### src/rtl/div_sched.sv
// Round-robin scheduler sharing one free-running pipelined divider among NREQ
// requesters; tracks in-flight slots by tag and enforces per-requester credits.
module div_sched #(
    parameter int unsigned NREQ           = 2,
    parameter int unsigned IDW            = 1,
    parameter int unsigned DIVIDEND_WIDTH = 21,
    parameter int unsigned DIVISOR_WIDTH  = 12,
    parameter int unsigned OUTPUT_WIDTH   = 22,
    parameter int unsigned PIPE_SLOTS     = 9,
    parameter int unsigned MAX_OUT        = 3
) (
    input  logic                           clk,
    input  logic                           rst,
    input  logic                           flush,
    input  logic [NREQ-1:0]                req_valid,
    output logic [NREQ-1:0]                req_ready,
    input  logic [NREQ*DIVIDEND_WIDTH-1:0] req_dividend,
    input  logic [NREQ*DIVISOR_WIDTH-1:0]  req_divisor,
    output logic [DIVIDEND_WIDTH-1:0]      div_dividend,
    output logic [DIVISOR_WIDTH-1:0]       div_divisor,
    input  logic                           div_pull,
    input  logic                           div_push,
    input  logic [OUTPUT_WIDTH-1:0]        div_quotient,
    output logic                           res_valid,
    output logic [IDW-1:0]                 res_id,
    output logic [OUTPUT_WIDTH-1:0]        res_quotient,
    output logic                           busy
);
    localparam int unsigned   CW         = $clog2(MAX_OUT + 1);
    localparam logic [CW-1:0] CREDIT_MAX = CW'(MAX_OUT);

    logic [IDW-1:0]        rr_ptr;
    logic [CW-1:0]         credit [NREQ];
    logic [PIPE_SLOTS-1:0] tag_valid;
    logic [IDW-1:0]        tag_id [PIPE_SLOTS];

    logic                      grant_any;
    logic [IDW-1:0]            grant_id;
    logic [IDW-1:0]            cand;
    logic [DIVIDEND_WIDTH-1:0] win_dividend;
    logic [DIVISOR_WIDTH-1:0]  win_divisor;
    logic                      retire;
    logic [IDW-1:0]            tail_id;

    // Grant only in the pull cycle; rst gates the combinational path so the
    // grant is visibly dropped while reset is held.
    always_comb begin
        grant_any = 1'b0;
        grant_id  = '0;
        cand      = '0;
        req_ready = '0;
        if (rst && div_pull && !flush) begin
            for (int unsigned i = 1; i <= NREQ; i++) begin
                cand = IDW'((int'(rr_ptr) + i) % NREQ);
                if (!grant_any && req_valid[cand] && (credit[cand] < CREDIT_MAX)) begin
                    grant_any = 1'b1;
                    grant_id  = cand;
                end
            end
            if (grant_any) req_ready[grant_id] = 1'b1;
        end
    end

    always_comb begin
        win_dividend = '0;
        win_divisor  = '0;
        for (int unsigned k = 0; k < NREQ; k++) begin
            if (grant_id == IDW'(k)) begin
                win_dividend = req_dividend[k*DIVIDEND_WIDTH +: DIVIDEND_WIDTH];
                win_divisor  = req_divisor[k*DIVISOR_WIDTH +: DIVISOR_WIDTH];
            end
        end
    end

    // The push looks at the pre-shift tail, so a coincident pull is harmless.
    assign retire  = div_push && tag_valid[PIPE_SLOTS-1];
    assign tail_id = tag_id[PIPE_SLOTS-1];
    assign busy    = |tag_valid;

    always_ff @(posedge clk or negedge rst) begin
        if (!rst) begin
            rr_ptr       <= '0;
            div_dividend <= '0;
            div_divisor  <= '0;
            res_valid    <= 1'b0;
            res_id       <= '0;
            res_quotient <= '0;
            tag_valid    <= '0;
            for (int unsigned k = 0; k < NREQ; k++) credit[k] <= '0;
            for (int unsigned i = 0; i < PIPE_SLOTS; i++) tag_id[i] <= '0;
        end else begin
            res_valid <= retire && !flush;
            if (retire && !flush) begin
                res_id       <= tail_id;
                res_quotient <= div_quotient;
            end

            if (grant_any) begin
                rr_ptr       <= grant_id;
                div_dividend <= win_dividend;
                div_divisor  <= win_divisor;
            end

            if (div_pull) begin
                tag_valid[0] <= grant_any;
                tag_id[0]    <= grant_id;
                for (int unsigned i = 1; i < PIPE_SLOTS; i++) begin
                    tag_valid[i] <= tag_valid[i-1];
                    tag_id[i]    <= tag_id[i-1];
                end
            end

            for (int unsigned k = 0; k < NREQ; k++) begin
                if (flush) begin
                    credit[k] <= '0;
                end else if (grant_any && (grant_id == IDW'(k))) begin
                    if (!(retire && (tail_id == IDW'(k))))
                        credit[k] <= credit[k] + 1'b1;
                end else if (retire && (tail_id == IDW'(k)) && (credit[k] != '0)) begin
                    credit[k] <= credit[k] - 1'b1;
                end
            end

            if (flush) tag_valid <= '0;
        end
    end
endmodule

### config.mk
export PLATFORM = sky130hd
export DESIGN_NAME = div_sched
export DESIGN_NICKNAME = d
export VERILOG_FILES = /design/src/rtl/div_sched.sv
export SDC_FILE = /design/constraint.sdc
export NUM_CORES = 1
export LEC_CHECK = 0
export BUFFER_PORTS_ARGS = -buffer_cell sky130_fd_sc_hd__buf_2
export CORE_ASPECT_RATIO = 0.75
export CORE_MARGIN = 5
export CORE_UTILIZATION = 50
export DETAILED_ROUTE_END_ITERATION = 10
export PLACE_DENSITY = 0.85
export SLEW_MARGIN = 20
export SYNTH_ARGS = -nofsm -noshare
export SYNTH_HDL_FRONTEND = slang
export SYNTH_SLANG_ARGS = --single-unit
### constraint.sdc
create_clock -name clk -period 5.5 [get_ports clk]
set_clock_uncertainty 0.2 [all_clocks]
set_input_delay 0.55 -clock clk [delete_from_list [all_inputs] [get_ports clk]]
set_output_delay 0.55 -clock clk [all_outputs]
set_load 0.05 [all_outputs]
==> metrics.txt, run 1 <==
Post-Synthesis Cells=259; I/O Pins=155; Internal Power=1030 uW; Synth Flop Type=dfrtp_1; # DRC=0; Flop pwr share=43.4%; post-DR wirelength/cell=17.5 um; postcts setup bufs=0; Power Density=365 mW/mm2; CP arrival=2080 ps; slowest CP cell=buf_6; H-tree depth=3; status=finished clean; synth warn=0; Root Buffer Master=clkbuf_8; synth unique cells=32; DRT iter0 DRCs=255; drt via density=5.54; DRT Wirelength=8670 um; Sequential Area=0.00200 mm2; Synth Area in Simple Gates=6.06%; RePlAce Congestion=0.769; Mapped Nets=354; Congestion Overflow GR=0; CP max stage delay=510 ps; Post-synth top cells=dfrtp_1, inv_1, a222oi_1, mux2_2, buf_2; first-pass GRT wire length=14,100 um; proportion of synthesized area in mux cells=13.0%; Post-CTS Resized=0; Slew Viols, Final=0; vias in the first global route=2,949; clk sink count=80; Clk pwr share=31.3%; min Tclk post-route=2830 ps; Die Span Y=80.4 um; CTS tree=built; Worst-Margin Slew=708 ps; type of the tightest min-delay check=in2async; most common cell in the netlist=dfrtp_1; clk buf depth=2; CP Max Fanout=82; setup TNS=0 ps; CTS Hold Bufs=0; sequential-to-total area share from yosys stat=60.6%; hpwl dp=6290 um; Initial Util=52.0%; main combinational cell family by area after synthesis=compound AO/OA/AOI/OAI gates; Slew headroom=52.8%; synthesized-area fraction occupied by adder cells=0%; final setup violation count=0; antenna-violating nets left=0; number of fill cells=472; Startpoint Class=input port; largest cells by area after synthesis=dfrtp_1, mux2_2, a222oi_1; row count=25; switching share of power=35.1%; Max Cap Viol=0; largest area contributor in the synthesized netlist=dfrtp_1; core area=0.00635 mm2; Die Wd=104 um; Synth top area share=60.6%; ys async rst share=100%; Yosys reg bits=80; P_sw=558 uW; via count=2,744; 1st-pass router iterations=7; fraction of layout cells with a size suffix above 1=50.5%; Synth Area in XOR/XNOR=0%; I/O Buffers=154; Worst IR Drop VDD=0.000207 V; clk_lat worst skew=350 ps; largest net degree at the start of global routing=83; CP Capture Type=primary output; Clock transition at path regs=90 ps; unrepaired setup endpoints after global routing=false; Max Freq=0.354 GHz; initial antenna violation count=0; Critical Path RT=4750 ps; count of flip-flops with a built-in enable after synthesis=0; launching point of the worst reg2reg path=credit[0]; worst-path cell chain=buf_6 -> and3b_1 -> o211a_1 -> buf_2; reg2reg path depth=5; area of the multi-input gates=0.00108 mm2; Synth Area in Compound Gates=13.6%; n_diodes=0; Cell Area, Synth=0.00330 mm2; Pwr Total=1590 uW; NumNets Final=504; worst setup path category=in2out; R2R setup slack=3270 ps; gr usage total=21.3%; Pleak=0.00253 uW; TritonCTS Buffers=9; average size of a mapped cell=12.8 um2; Area Overhead vs Synth=31.7%; Die ar.=0.00835 mm2; final worst-path cycle share=51.4%; Fin. Hold Viols=0; r2r endpoint=div_dividend[19]; share of power burned in combinational logic=25.3%
[cell families (layout without fill, tap and decap cells)]
logic type,Yosys count,after routing
AOI/OAI and AO/OA,46,46
DFF,80,80
and+or+nand+nor,40,40
muxes,39,39
buffers and inverters,54,209
[cell type report]
cell class,instances,share of cell area [%]
clock buffer,9,2.85
clock inverter,7,2.50
inverter,36,3.11
multi-input combinational,125,24.8
sequential,80,46.0
tap,81,2.33
timing repair buffer,157,18.4
[power by group through the flow]
stage	clock (uW)	combinational, uW	sequential (uW)
global route	541	430	698
global placement	0	399	697
detailed placement	0	407	700
finish	498	403	690
floorplan	0	89.9	886
CTS	512	407	689
[routing by layer]
layer  GRT usage, %  vias to the layer above  routed length, um
li1               -                     1247                  -
met2           34.7                      160               4160
met3           10.4                        4               1100
met5              0                        -                  0
met1           25.2                     1333               3360
met4           6.21                        0                 55
[worst max-delay path, delay by kind of cell]
family | cells | cell delay, ps
buffers and inverters | 2 | 840
AOI/OAI and AO/OA | 1 | 380
and+or+nand+nor | 1 | 290
[worst max-delay path by stage]
stage,from,end,slack (ps),cells after the start
after floorplan,req_valid[0],req_ready[1],3260,3
final,rst,req_ready[0],2670,4
after global placement,rst,req_ready[0],2430,4
after detailed placement,rst,req_ready[0],2370,4
after CTS,rst,req_ready[0],2370,4
after global routing,rst,req_ready[0],2500,4
[cell usage in the layout, fill, tap and decap left out]
| cell type | count |
|---|---|
| nand2_1 | 6 |
| and3_1 | 2 |
| inv_6 | 3 |
| a21bo_2 | 1 |
| or3_1 | 2 |
| mux2i_1 | 8 |
| mux2_2 | 31 |
| inv_1 | 36 |
| o21bai_1 | 1 |
| nor4_1 | 1 |
| a222oi_1 | 33 |
| nor3_1 | 1 |
| inv_8 | 2 |
| o21ai_0 | 1 |
| a21boi_2 | 1 |
| a31oi_1 | 1 |
| a21boi_0 | 1 |
| nand3b_1 | 1 |
| bufinv_16 | 2 |
| buf_2 | 153 |
| nand3_1 | 8 |
| o211a_1 | 1 |
| a21oi_1 | 1 |
| buf_6 | 1 |
| a21o_1 | 1 |
| o211ai_1 | 1 |
| buf_4 | 3 |
| clkbuf_8 | 9 |
| a2111oi_4 | 1 |
| dfrtp_1 | 80 |
| and3b_1 | 1 |
| o21ai_2 | 1 |
| nand4_1 | 2 |
| nand4b_1 | 2 |
| o21a_1 | 1 |
| or2_2 | 1 |
| nor2_1 | 13 |
[per-stage QoR]
stage	instances	setup slack [ps]	area, um2	util, %	hold slack (ps)
3_3_place_gp	479	2430	4120	64.8	261
4_1_cts	495	2370	4350	68.5	183
6_report	495	2670	4350	68.5	12.8
2_1_floorplan	259	3260	3300	-	54.4
3_5_place_dp	479	2370	4120	64.8	287
5_1_grt	495	2500	4350	68.5	64.1
[state kept, by name, indices dropped and copies added, names as in the netlist]
| name | cells |
|---|---|
| credit | 4 |
| tag_valid | 9 |
| tail_id | 1 |
| rr_ptr | 1 |
| res_quotient | 22 |
| tag_id | 8 |
| res_id | 1 |
| div_divisor | 12 |
| res_valid | 1 |
| div_dividend | 21 |
Note: power is estimated with default switching activity, not from simulation.
==> run 2: changes to the inputs <==
--- a/config.mk
+++ b/config.mk
@@ -5,12 +5,13 @@
 export SDC_FILE = /design/constraint.sdc
 export NUM_CORES = 1
 export LEC_CHECK = 0
+export ABC_AREA = 1
 export BUFFER_PORTS_ARGS = -buffer_cell sky130_fd_sc_hd__buf_2
 export CORE_ASPECT_RATIO = 0.75
 export CORE_MARGIN = 5
-export CORE_UTILIZATION = 50
+export CORE_UTILIZATION = 46
 export DETAILED_ROUTE_END_ITERATION = 10
-export PLACE_DENSITY = 0.85
+export PLACE_DENSITY = 0.79
 export SLEW_MARGIN = 20
 export SYNTH_ARGS = -nofsm -noshare
 export SYNTH_HDL_FRONTEND = slang
==> constraint.sdc (replaced) <==
create_clock -name clk -period 2.7 [get_ports clk]
set_clock_uncertainty 0.2 [all_clocks]
set_input_delay 0.27 -clock clk [delete_from_list [all_inputs] [get_ports clk]]
set_output_delay 0.27 -clock clk [all_outputs]
set_load 0.05 [all_outputs]
==> metrics.txt, run 2 <==
min Tclk post-route=2470 ps; most frequent cells in the layout=nand2_1, buf_2, dlygate4sd3_1, dfrtp_1, a22oi_1; Initial Util=48.2%; DRT iter0 DRCs=215; Congestion Overflow GR=0; Synth Flop Type=dfrtp_1; Die Wd=108 um; Worst-Margin Slew=706 ps; Worst IR Drop VDD=0.000476 V; setup TNS=0 ps; largest cells by area after synthesis=dfrtp_1, nand2_1, a22oi_1; sequential-to-total area share from yosys stat=59.9%; Post-synth top cells=nand2_1, dfrtp_1, a22oi_1, inv_1, nand3_1; number of fill cells=475; DP Worst Slack=697 ps; clk buf depth=2; clk sink count=80; Post-Place Cell Area=0.00419 mm2; CP Max Fanout=22; Slew Viols, Final=0; Yosys reg bits=80; Critical Path RT=2790 ps; Synth top area share=59.9%; core area=0.00693 mm2; largest area contributor in the synthesized netlist=dfrtp_1; vias in the first global route=3,726; most common cell in the netlist=nand2_1; max FFs per register=22; Area Overhead vs Synth=58.0%; 1st-pass router iterations=7; Root Buffer Master=clkbuf_8; antenna-violating nets left=0; # DRC=0; final setup violation count=0; final worst-path cycle share=91.4%; status=finished clean; top flop regs=res_quotient (22), div_dividend (21), div_divisor (12); Slew headroom=52.9%; fraction of layout cells with a size suffix above 1=29.8%; ys async rst share=100%; Cell Count, Final, Fillers Out=716; synth warn=0; n_diodes=0; H-tree depth=3; largest net degree at the start of global routing=81; Power Density=717 mW/mm2; CP Capture Type=flip-flop; post-DR wirelength/cell=15.5 um; Startpoint Class=flip-flop; count of flip-flops with a built-in enable after synthesis=0; Post-Synthesis Cells=370; Biggest register=res_quotient; synth unique cells=23; CP max stage delay=550 ps; area of the multi-input gates=0.00117 mm2; initial antenna violation count=0; postcts setup bufs=0; Cell Area, Synth=0.00334 mm2; setup ws final=232 ps; NumNets Final=708; I/O Pins=155; first-pass GRT wire length=18,000 um; I/O Buffers=154; hpwl dp=6390 um; via count=3,599; Sequential Area=0.00200 mm2; Max Freq=0.405 GHz; TritonCTS Buffers=9; Die Span Y=83.8 um; commonest non-fill, non-tap cell in the layout=nand2_1; worst setup path category=reg2reg; Clock transition at path regs=90 ps; RePlAce Congestion=0.758; CP arrival=2560 ps; DRT Wirelength=11,100 um; Post-CTS Resized=0; Fin. Hold Viols=0; clk_lat worst skew=350 ps; Max Cap Viol=0; CTS Hold Bufs=88; gr usage total=25.2%; worst-path cell chain=a21oi_1 -> nand3_2 -> inv_2 -> buf_4 -> a22oi_1 -> nand2_1 -> dlygate4sd3_1; slowest CP cell=dlygate4sd3_1; drt via density=5.03; row count=26; final instance area=0.00528 mm2; Die ar.=0.00909 mm2; Pleak=0.00289 uW; CTS tree=built; type of the tightest min-delay check=in2reg; Mapped Nets=465; average size of a mapped cell=9.04 um2; placed insts=611; unrepaired setup endpoints after global routing=false
[run 2: changes by cell type in the layout (fill, tap and decap cells not counted), moves of 3 or more]
cell           delta
nand2_1         +163
mux2i_1           -8
nand3_1           +3
dlygate4sd3_1    +89
nor2_1            -3
o22ai_1           +8
a22oi_1          +28
inv_1            -17
a21oi_1           +5
o21ai_0           +8
mux2_2           -31
a222oi_1         -33
[run 2: stage by stage]
step / power, uW / utilization, % / hold slack (ps)
2_1_floorplan: 2300 / - / -226
3_3_place_gp: 2600 / 60.4 / 248
3_5_place_dp: 2630 / 60.4 / 254
4_1_cts: 3780 / 76.0 / 24.7
5_1_grt: 3990 / 76.2 / 116
6_report: 3780 / 76.2 / 97.9
[run 2: worst max-delay path, delay by kind of cell, from the launching register on]
kind	cells	cell delay, ps
DFF	1	420
AOI/OAI and AO/OA	2	390
and+or+nand+nor	2	270
buffers and inverters	3	1110
[run 2: final timing paths]
kind | start | endpoint | slack (ps) | cells after the start
max | credit[0] | div_dividend[1] | 230 | 7
min | flush | credit[1] | 100 | 4
max reg2reg | credit[0] | div_dividend[1] | 230 | 7
min reg2reg | res_quotient[15] | res_quotient[15] | 270 | 2
max in group asynchronous | rst | div_dividend[7] | 1380 | 3
min in group asynchronous | rst | res_id | 440 | 3
[run 2: cell families after synthesis]
kind of cell           count (synthesis)  share of synthesized area, %
flip-flops                            80                          59.9
buffers and inverters                 37                          5.09
XOR/XNOR                               1                         0.262
AND/OR/NAND/NOR                      200                          24.5
AO/OA/AOI/OAI                         52                          10.3
[run 2: cell type report]
class | instances | area share (%)
Clock buffer | 9 | 2.35
Sequential cell | 80 | 37.9
Clock inverter | 7 | 1.47
Timing Repair Buffer | 248 | 32.3
Multi-Input combinational cell | 253 | 22.2
Tap cell | 98 | 2.32
Inverter | 21 | 1.49
[run 2: metal layers]
metal	share of wire, %	vias to the layer above	global-route usage [%]
met5	0	-	0
met3	10	31	8.89
met2	50	190	43.2
li1	-	1679	-
met4	1.8	0	6.65
met1	38	1699	29.9
[run 2: where the power goes]
| group | internal [uW] | switching [uW] |
|---|---|---|
| registers | 1380 | 113 |
| clock network | 437 | 459 |
| logic | 502 | 893 |
